File: src/rtl/hov_stream_queue_if.sv
// Host/core bus bundle for hov_stream_queue.
// master = host/core side, slave = the queue.
interface hov_stream_queue_if #(
  parameter int DATA_W = 12,
  parameter int BUS_W  = 6,
  parameter int DEPTH  = 4,
  parameter int NCH    = 2
);
  localparam int CH_W = (NCH > 1) ? $clog2(NCH) : 1;
  localparam int LW   = $clog2(DEPTH) + 1;

  logic                  wr_en;
  logic [CH_W-1:0]       wr_ch;
  logic [BUS_W-1:0]      wr_data;
  logic [NCH*DATA_W-1:0] in_data;
  logic [NCH-1:0]        in_valid;
  logic [NCH-1:0]        in_adv;
  logic                  out_push;
  logic [CH_W-1:0]       out_sel;
  logic [DATA_W-1:0]     out_data;
  logic                  rd_en;
  logic [DATA_W-1:0]     rd_data;
  logic [CH_W-1:0]       rd_sel;
  logic                  rd_valid;
  logic [NCH*LW-1:0]     in_level;
  logic [2:0]            err_flags;
  logic                  clr_flags;

  modport master (
    output wr_en, wr_ch, wr_data, in_adv,
    output out_push, out_sel, out_data,
    output rd_en, clr_flags,
    input  in_data, in_valid, in_level,
    input  rd_data, rd_sel, rd_valid, err_flags
  );

  modport slave (
    input  wr_en, wr_ch, wr_data, in_adv,
    input  out_push, out_sel, out_data,
    input  rd_en, clr_flags,
    output in_data, in_valid, in_level,
    output rd_data, rd_sel, rd_valid, err_flags
  );
endinterface

File: src/rtl/hov_stream_queue.sv
// Host<->Hovalaag I/O buffer: chunked per-channel input
// FIFOs plus a channel-tagged output FIFO.
module hov_stream_queue #(
  parameter int DATA_W = 12,
  parameter int BUS_W  = 6,
  parameter int DEPTH  = 4,
  parameter int NCH    = 2
) (
  input logic              inv_clk,
  input logic              reset,
  hov_stream_queue_if.slave bus
);
  localparam int CHUNKS = DATA_W / BUS_W;
  localparam int CH_W   = (NCH > 1) ? $clog2(NCH) : 1;
  localparam int PW     = $clog2(DEPTH);
  localparam int LW     = PW + 1;
  localparam int CW     = (CHUNKS > 1) ? $clog2(CHUNKS) : 1;
  localparam int OW     = CH_W + DATA_W;

  typedef logic [DATA_W-1:0] word_t;

  word_t         imem_q [NCH][DEPTH];
  logic [PW-1:0] irp_q [NCH];
  logic [PW-1:0] irp_d [NCH];
  logic [PW-1:0] iwp_q [NCH];
  logic [PW-1:0] iwp_d [NCH];
  logic [LW-1:0] ilv_q [NCH];
  logic [LW-1:0] ilv_d [NCH];
  logic [CW-1:0] cnt_q [NCH];
  logic [CW-1:0] cnt_d [NCH];
  word_t         asm_q [NCH];
  word_t         asm_d [NCH];
  word_t         iword [NCH];
  logic [NCH-1:0] iwe;

  logic [OW-1:0] omem_q [DEPTH];
  logic [PW-1:0] orp_q, orp_d;
  logic [PW-1:0] owp_q, owp_d;
  logic [LW-1:0] olv_q, olv_d;
  logic          owe;
  logic [2:0]    err_q, err_d;

  always_comb begin : next_state
    logic done, pop, ok, opop;
    done  = 1'b0;
    pop   = 1'b0;
    ok    = 1'b0;
    opop  = 1'b0;
    iwe   = '0;
    err_d = bus.clr_flags ? 3'b000 : err_q;
    for (int c = 0; c < NCH; c++) begin
      irp_d[c] = irp_q[c];
      iwp_d[c] = iwp_q[c];
      cnt_d[c] = cnt_q[c];
      asm_d[c] = asm_q[c];
      iword[c] = asm_q[c];
      done     = 1'b0;
      if (bus.wr_en && 32'(bus.wr_ch) == c) begin
        iword[c][BUS_W*cnt_q[c] +: BUS_W] = bus.wr_data;
        asm_d[c] = iword[c];
        done     = (32'(cnt_q[c]) == CHUNKS - 1);
        cnt_d[c] = done ? '0 : cnt_q[c] + 1'b1;
      end
      // a pop frees the slot a same-cycle push needs
      pop    = bus.in_adv[c] && (ilv_q[c] != '0);
      ok     = done && (ilv_q[c] != LW'(DEPTH) || pop);
      iwe[c] = ok;
      if (bus.in_adv[c] && ilv_q[c] == '0) err_d[1] = 1'b1;
      if (done && !ok) err_d[0] = 1'b1;
      if (pop) irp_d[c] = irp_q[c] + 1'b1;
      if (ok)  iwp_d[c] = iwp_q[c] + 1'b1;
      ilv_d[c] = ilv_q[c] + LW'(ok) - LW'(pop);
    end
    orp_d = orp_q;
    owp_d = owp_q;
    opop  = bus.rd_en && (olv_q != '0);
    owe   = bus.out_push && (olv_q != LW'(DEPTH) || bus.rd_en);
    if (bus.out_push && !owe) err_d[2] = 1'b1;
    if (opop) orp_d = orp_q + 1'b1;
    if (owe)  owp_d = owp_q + 1'b1;
    olv_d = olv_q + LW'(owe) - LW'(opop);
  end

  always_ff @(posedge inv_clk) begin
    if (reset) begin
      for (int c = 0; c < NCH; c++) begin
        irp_q[c] <= '0;
        iwp_q[c] <= '0;
        ilv_q[c] <= '0;
        cnt_q[c] <= '0;
        asm_q[c] <= '0;
      end
      orp_q <= '0;
      owp_q <= '0;
      olv_q <= '0;
      err_q <= '0;
    end else begin
      for (int c = 0; c < NCH; c++) begin
        irp_q[c] <= irp_d[c];
        iwp_q[c] <= iwp_d[c];
        ilv_q[c] <= ilv_d[c];
        cnt_q[c] <= cnt_d[c];
        asm_q[c] <= asm_d[c];
      end
      orp_q <= orp_d;
      owp_q <= owp_d;
      olv_q <= olv_d;
      err_q <= err_d;
    end
  end

  // storage needs no reset: heads are masked while empty
  always_ff @(posedge inv_clk) begin
    for (int c = 0; c < NCH; c++) begin
      if (iwe[c] && !reset) imem_q[c][iwp_q[c]] <= iword[c];
    end
    if (owe && !reset) omem_q[owp_q] <= {bus.out_sel, bus.out_data};
  end

  always_comb begin : outputs
    bus.in_data  = '0;
    bus.in_valid = '0;
    bus.in_level = '0;
    for (int c = 0; c < NCH; c++) begin
      bus.in_valid[c] = (ilv_q[c] != '0);
      bus.in_level[c*LW +: LW] = ilv_q[c];
      if (ilv_q[c] != '0) begin
        bus.in_data[c*DATA_W +: DATA_W] = imem_q[c][irp_q[c]];
      end
    end
    bus.rd_valid  = (olv_q != '0);
    bus.rd_sel    = '0;
    bus.rd_data   = '0;
    if (olv_q != '0) {bus.rd_sel, bus.rd_data} = omem_q[orp_q];
    bus.err_flags = err_q;
  end
endmodule

File: src/flat_wrapper.sv
// flat-port wrapper written by rule: the top's interface ports become plain ports
module hov_stream_queue_flat 
#(
  parameter int DATA_W = 12,
  parameter int BUS_W  = 6,
  parameter int DEPTH  = 4,
  parameter int NCH    = 2
)
  (inv_clk, reset, bus_wr_en, bus_wr_ch, bus_wr_data, bus_in_adv, bus_out_push, bus_out_sel, bus_out_data, bus_rd_en, bus_clr_flags, bus_in_data, bus_in_valid, bus_in_level, bus_rd_data, bus_rd_sel, bus_rd_valid, bus_err_flags);
  hov_stream_queue_if #(.DATA_W(DATA_W), .BUS_W(BUS_W), .DEPTH(DEPTH), .NCH(NCH)) bus_i ();
  input logic inv_clk;
  input logic reset;
  input wire logic [$bits(bus_i.wr_en)-1:0] bus_wr_en;
  input wire logic [$bits(bus_i.wr_ch)-1:0] bus_wr_ch;
  input wire logic [$bits(bus_i.wr_data)-1:0] bus_wr_data;
  input wire logic [$bits(bus_i.in_adv)-1:0] bus_in_adv;
  input wire logic [$bits(bus_i.out_push)-1:0] bus_out_push;
  input wire logic [$bits(bus_i.out_sel)-1:0] bus_out_sel;
  input wire logic [$bits(bus_i.out_data)-1:0] bus_out_data;
  input wire logic [$bits(bus_i.rd_en)-1:0] bus_rd_en;
  input wire logic [$bits(bus_i.clr_flags)-1:0] bus_clr_flags;
  output wire logic [$bits(bus_i.in_data)-1:0] bus_in_data;
  output wire logic [$bits(bus_i.in_valid)-1:0] bus_in_valid;
  output wire logic [$bits(bus_i.in_level)-1:0] bus_in_level;
  output wire logic [$bits(bus_i.rd_data)-1:0] bus_rd_data;
  output wire logic [$bits(bus_i.rd_sel)-1:0] bus_rd_sel;
  output wire logic [$bits(bus_i.rd_valid)-1:0] bus_rd_valid;
  output wire logic [$bits(bus_i.err_flags)-1:0] bus_err_flags;
  assign bus_i.wr_en = bus_wr_en;
  assign bus_i.wr_ch = bus_wr_ch;
  assign bus_i.wr_data = bus_wr_data;
  assign bus_i.in_adv = bus_in_adv;
  assign bus_i.out_push = bus_out_push;
  assign bus_i.out_sel = bus_out_sel;
  assign bus_i.out_data = bus_out_data;
  assign bus_i.rd_en = bus_rd_en;
  assign bus_i.clr_flags = bus_clr_flags;
  assign bus_in_data = bus_i.in_data;
  assign bus_in_valid = bus_i.in_valid;
  assign bus_in_level = bus_i.in_level;
  assign bus_rd_data = bus_i.rd_data;
  assign bus_rd_sel = bus_i.rd_sel;
  assign bus_rd_valid = bus_i.rd_valid;
  assign bus_err_flags = bus_i.err_flags;
  hov_stream_queue #(.DATA_W(DATA_W), .BUS_W(BUS_W), .DEPTH(DEPTH), .NCH(NCH)) u_core (.inv_clk(inv_clk), .reset(reset), .bus(bus_i));
endmodule
File: config.mk
export PLATFORM = sky130hd
export DESIGN_NAME = hov_stream_queue_flat
export DESIGN_NICKNAME = d
export VERILOG_FILES = /design/src/rtl/hov_stream_queue_if.sv /design/src/rtl/hov_stream_queue.sv /design/src/flat_wrapper.sv
export SDC_FILE = /design/constraint.sdc
export NUM_CORES = 1
export LEC_CHECK = 0
export BUFFER_PORTS_ARGS = -buffer_cell sky130_fd_sc_hd__buf_2
export CAP_MARGIN = 10
export CORE_MARGIN = 1
export CORE_UTILIZATION = 53
export DETAILED_ROUTE_END_ITERATION = 10
export GPL_ROUTABILITY_DRIVEN = 1
export PLACE_DENSITY = 0.75
export SETUP_SLACK_MARGIN = 0.2
export SYNTH_ARGS = -nofsm -noshare
export SYNTH_HDL_FRONTEND = slang
export SYNTH_SLANG_ARGS = --single-unit
File: constraint.sdc
create_clock -name inv_clk -period 1.95 [get_ports inv_clk]
set_input_delay 0.2925 -clock inv_clk [delete_from_list [all_inputs] [get_ports inv_clk]]
set_output_delay 0.2925 -clock inv_clk [all_outputs]
set_load 0.02 [all_outputs]
==> results_dict.tcl <==
set metrics [dict create \
    p_clk_share_pct 23.1 \
    nets 676 \
    clk_path_buf_depth 2 \
    synth-seq-area-share_pct 66.90 \
    period_share_pct 107.8 \
    gp_congestion 0.7558 \
    intPower_w 0.009883 \
    clock_latency_ns 0.43 \
    power.density_nw_per_um2 1362 \
    combPwrFrac_pct 41.9 \
    switchingPower_w 0.004535 \
    drc 0 \
    dr.first_iter.drc_count 297 \
    multi_input_area_um2 2761 \
    die-height_um 126.4 \
    gr-usage-all-layers_pct 20.77 \
    cts_tree "yes" \
    rrSetupSlack_ns -0.12 \
    critPathCapture "bus_in_data[14]" \
    core_um2 15150 \
    vdd_drop_max_mv 0.7915 \
    final_common_cell "edfxtp_1" \
    syn-num-nets 535 \
    slew_viol_final 0 \
    synthFlopType "edfxtp_1" \
    slew_headroom_pct 65.82 \
    dr.pass1.iters 4 \
    die_area_um2 15970 \
    crit_arrival_ns 1.81 \
    cts_buffers 17 \
    synth_area_um2 8199 \
    fmaxAchievable_mhz 475.9 \
    worstMarginPinSlew_ns 0.5062 \
    rr_endpoint "u_core.ilv_q[0][2]$_SDFF_PP0_" \
    die_x_um 126.4 \
    drive_gt1_share_pct 46.39 \
    startpoint "u_core.irp_q[0][2]$_SDFFE_PP0P_" \
    p_leak_nw 4.001 \
    hp-class "primary input to flop" \
    avgSynthCellArea_um2 16.87 \
    fin_skew_ns 0.01014 \
    worstPathRequired_ns 1.66 \
    seq_area_um2 5518 \
    syn_inst 486 \
    synth_edf_count 148 \
    tns_ns -3.369 \
    rsz0062_at_grt "yes" \
    grt_pass1_vias 4664 \
    port_buffers 76 \
    violations "negative setup slack" \
    h-tree-depth 4 \
    netlist-cell-type-count 39 \
    worstRegToRegCells 10 \
    fill_cells 961 \
    grt_pass1_wl_um 24580 \
    drt-total-wl_um 15830 \
    reg2reg_from "u_core.ilv_q[0][2]$_SDFF_PP0_" \
    critical_path_class "flop to primary output" \
    ant_nets 0 \
    grt_overflow 0 \
    end_kind "primary output" \
    pwr-share-seq_pct 35.1 \
    start_kind "flop" \
    crit_fanout 6 \
    initial_core_util_pct 54.13 \
    viasPerCell 5.444 \
    num_rows 45 \
    setup_viol 41 \
    cts.clk_slew.worst_paths_ns 0.07 \
    antenna_found_initial 0 \
    whs_ns 0.08273 \
    grt_max_degree 29 \
    drv_cap 0 \
    layout_setup_ws_ns -0.1511 \
    status "finished with violations" \
    vias 4497 \
    boundaryPins 77 \
    final_cell_mix "148 x edfxtp_1, 48 x buf_6, 40 x dfxtp_1, 40 x buf_2, 37 x mux4_2" \
    area_growth_pct 29.15 \
    synthArstFlopShare_pct 0 \
    final_hold_viol_count 0 \
    min_period_ns 2.101 \
    cts_hold_buf 0 \
    cts_sinks 200 \
    swShare_pct 31.45 \
    dp_hpwl_um 9917 \
    yosys.area.top_type "edfxtp_1" \
    pre_cts_ws_ns -0.1427 \
    root_buffer "clkbuf_16" \
    netlist_top_cells_area "edfxtp_1 54%, dfxtp_1 13%, mux4_2 8.8%" \
    n_antenna_cell 0 \
    wire_per_inst_um 19.17 \
    synth_seq_cells 200 \
    ys_warn_count 0 \
    netlist.area_leader.share_pct 54.20 \
]
## Yosys cell counts (2+ instances only)
library cell / n
a21oi_1: 8
and2_1: 15
and2b_1: 14
buf_2: 4
buf_6: 6
clkbuf_1: 9
dfxtp_1: 52
edfxtp_1: 148
fa_1: 3
ha_1: 18
inv_1: 25
mux2_2: 20
mux2_4: 3
mux4_1: 5
mux4_2: 32
nand2_1: 2
nand3b_1: 5
nor2_1: 19
nor2b_1: 48
nor2b_4: 3
nor3_1: 7
nor3_2: 2
nor4b_2: 2
o21ai_0: 7
o311ai_0: 3
o31ai_1: 3
or3_1: 3
xor2_1: 9
## metrics by stage
step	area [um^2]	utilization, %	total power [W]	instances
5_1_grt	10590	69.91	0.01507	826
6_report	10590	69.91	0.01442	826
2_1_floorplan	8268	-	0.007858	486
3_3_place_gp	9245	61.04	0.009113	772
3_5_place_dp	9245	61.04	0.009231	772
4_1_cts	10240	67.60	0.01372	818
## flip-flops by register name, indices dropped and copies added (netlist names), named ones only
| name | cells |
|---|---|
| u_core.asm_q | 24 |
| u_core.imem_q | 96 |
| u_core.irp_q | 4 |
| u_core.iwp_q | 4 |
| u_core.omem_q | 52 |
| u_core.orp_q | 2 |
| u_core.cnt_q | 2 |
| u_core.ilv_q | 6 |
| u_core.olv_q | 3 |
| u_core.owp_q | 2 |
| u_core.bus.err_flags | 3 |
## how the worst min path moves through the flow
| stage | start | endpoint | cells after the start |
|---|---|---|---|
| finish | bus_out_sel | u_core.omem_q[0][12]$_DFFE_PP_ | 1 |
| global route | bus_out_data[10] | u_core.omem_q[3][10]$_DFFE_PP_ | 1 |
| CTS | bus_out_data[10] | u_core.omem_q[3][10]$_DFFE_PP_ | 1 |
| detailed placement | u_core.cnt_q[0][1]$_SDFFE_PP0N_ | u_core.cnt_q[0][1]$_SDFFE_PP0N_ | 2 |
| global placement | u_core.cnt_q[0][1]$_SDFFE_PP0N_ | u_core.cnt_q[0][1]$_SDFFE_PP0N_ | 2 |
| floorplan | bus_out_data[0] | u_core.omem_q[0][0]$_DFFE_PP_ | 0 |
## logic make-up (layout without fill, tap and decap cells)
logic type               Yosys count  after routing  synth area share (%)
multiplexers                      61             61                 13.83
buffers and inverters             46            198                 2.960
XOR/XNOR                           9              9                0.9614
flip-flops                       200            200                 66.90
adder cells (fa/ha/maj)           21             21                 3.479
AO/OA/AOI/OAI                     24             24                 1.831
AND/OR/NAND/NOR                  125            125                 10.04
## critical path, stage by stage, from the launching register on
cell and delay, ns:
dfxtp_4 0.40, buf_12 0.14, mux4_2 0.53, and2b_1 0.19, buf_6 0.13
## metal layers
metal	vias to the layer above	wire length, um	global-route usage, %
li1	2075	-	-
met1	2315	6580	25.98
met2	96	8440	35.88
met3	11	665	5.146
met4	0	146	6.237
met5	-	0	0
## layout make-up
type / instances / area share (%)
Inverter: 25 / 0.9335
Timing Repair Buffer: 143 / 13.40
Sequential cell: 200 / 52.11
Clock buffer: 18 / 4.053
Multi-Input combinational cell: 240 / 26.08
Clock inverter: 12 / 1.205
Tap cell: 188 / 2.221
## timing repair
action	CTS	global route
buffers inserted	11	7
gates resized for setup	87	74
gates cloned	5	1
setup endpoints to repair	94	194
pin swaps	5	8
## power groups by stage
| stage | registers (W) | logic, W | clock network [W] |
|---|---|---|---|
| after floorplan | 0.00523 | 0.00262 | 0 |
| after global placement | 0.00505 | 0.00406 | 0 |
| after detailed placement | 0.00507 | 0.00416 | 0 |
| after CTS | 0.00505 | 0.00528 | 0.00339 |
| after global routing | 0.00508 | 0.00646 | 0.00353 |
| final | 0.00505 | 0.00604 | 0.00332 |
No activity file was read; power rests on OpenSTA's default activity.
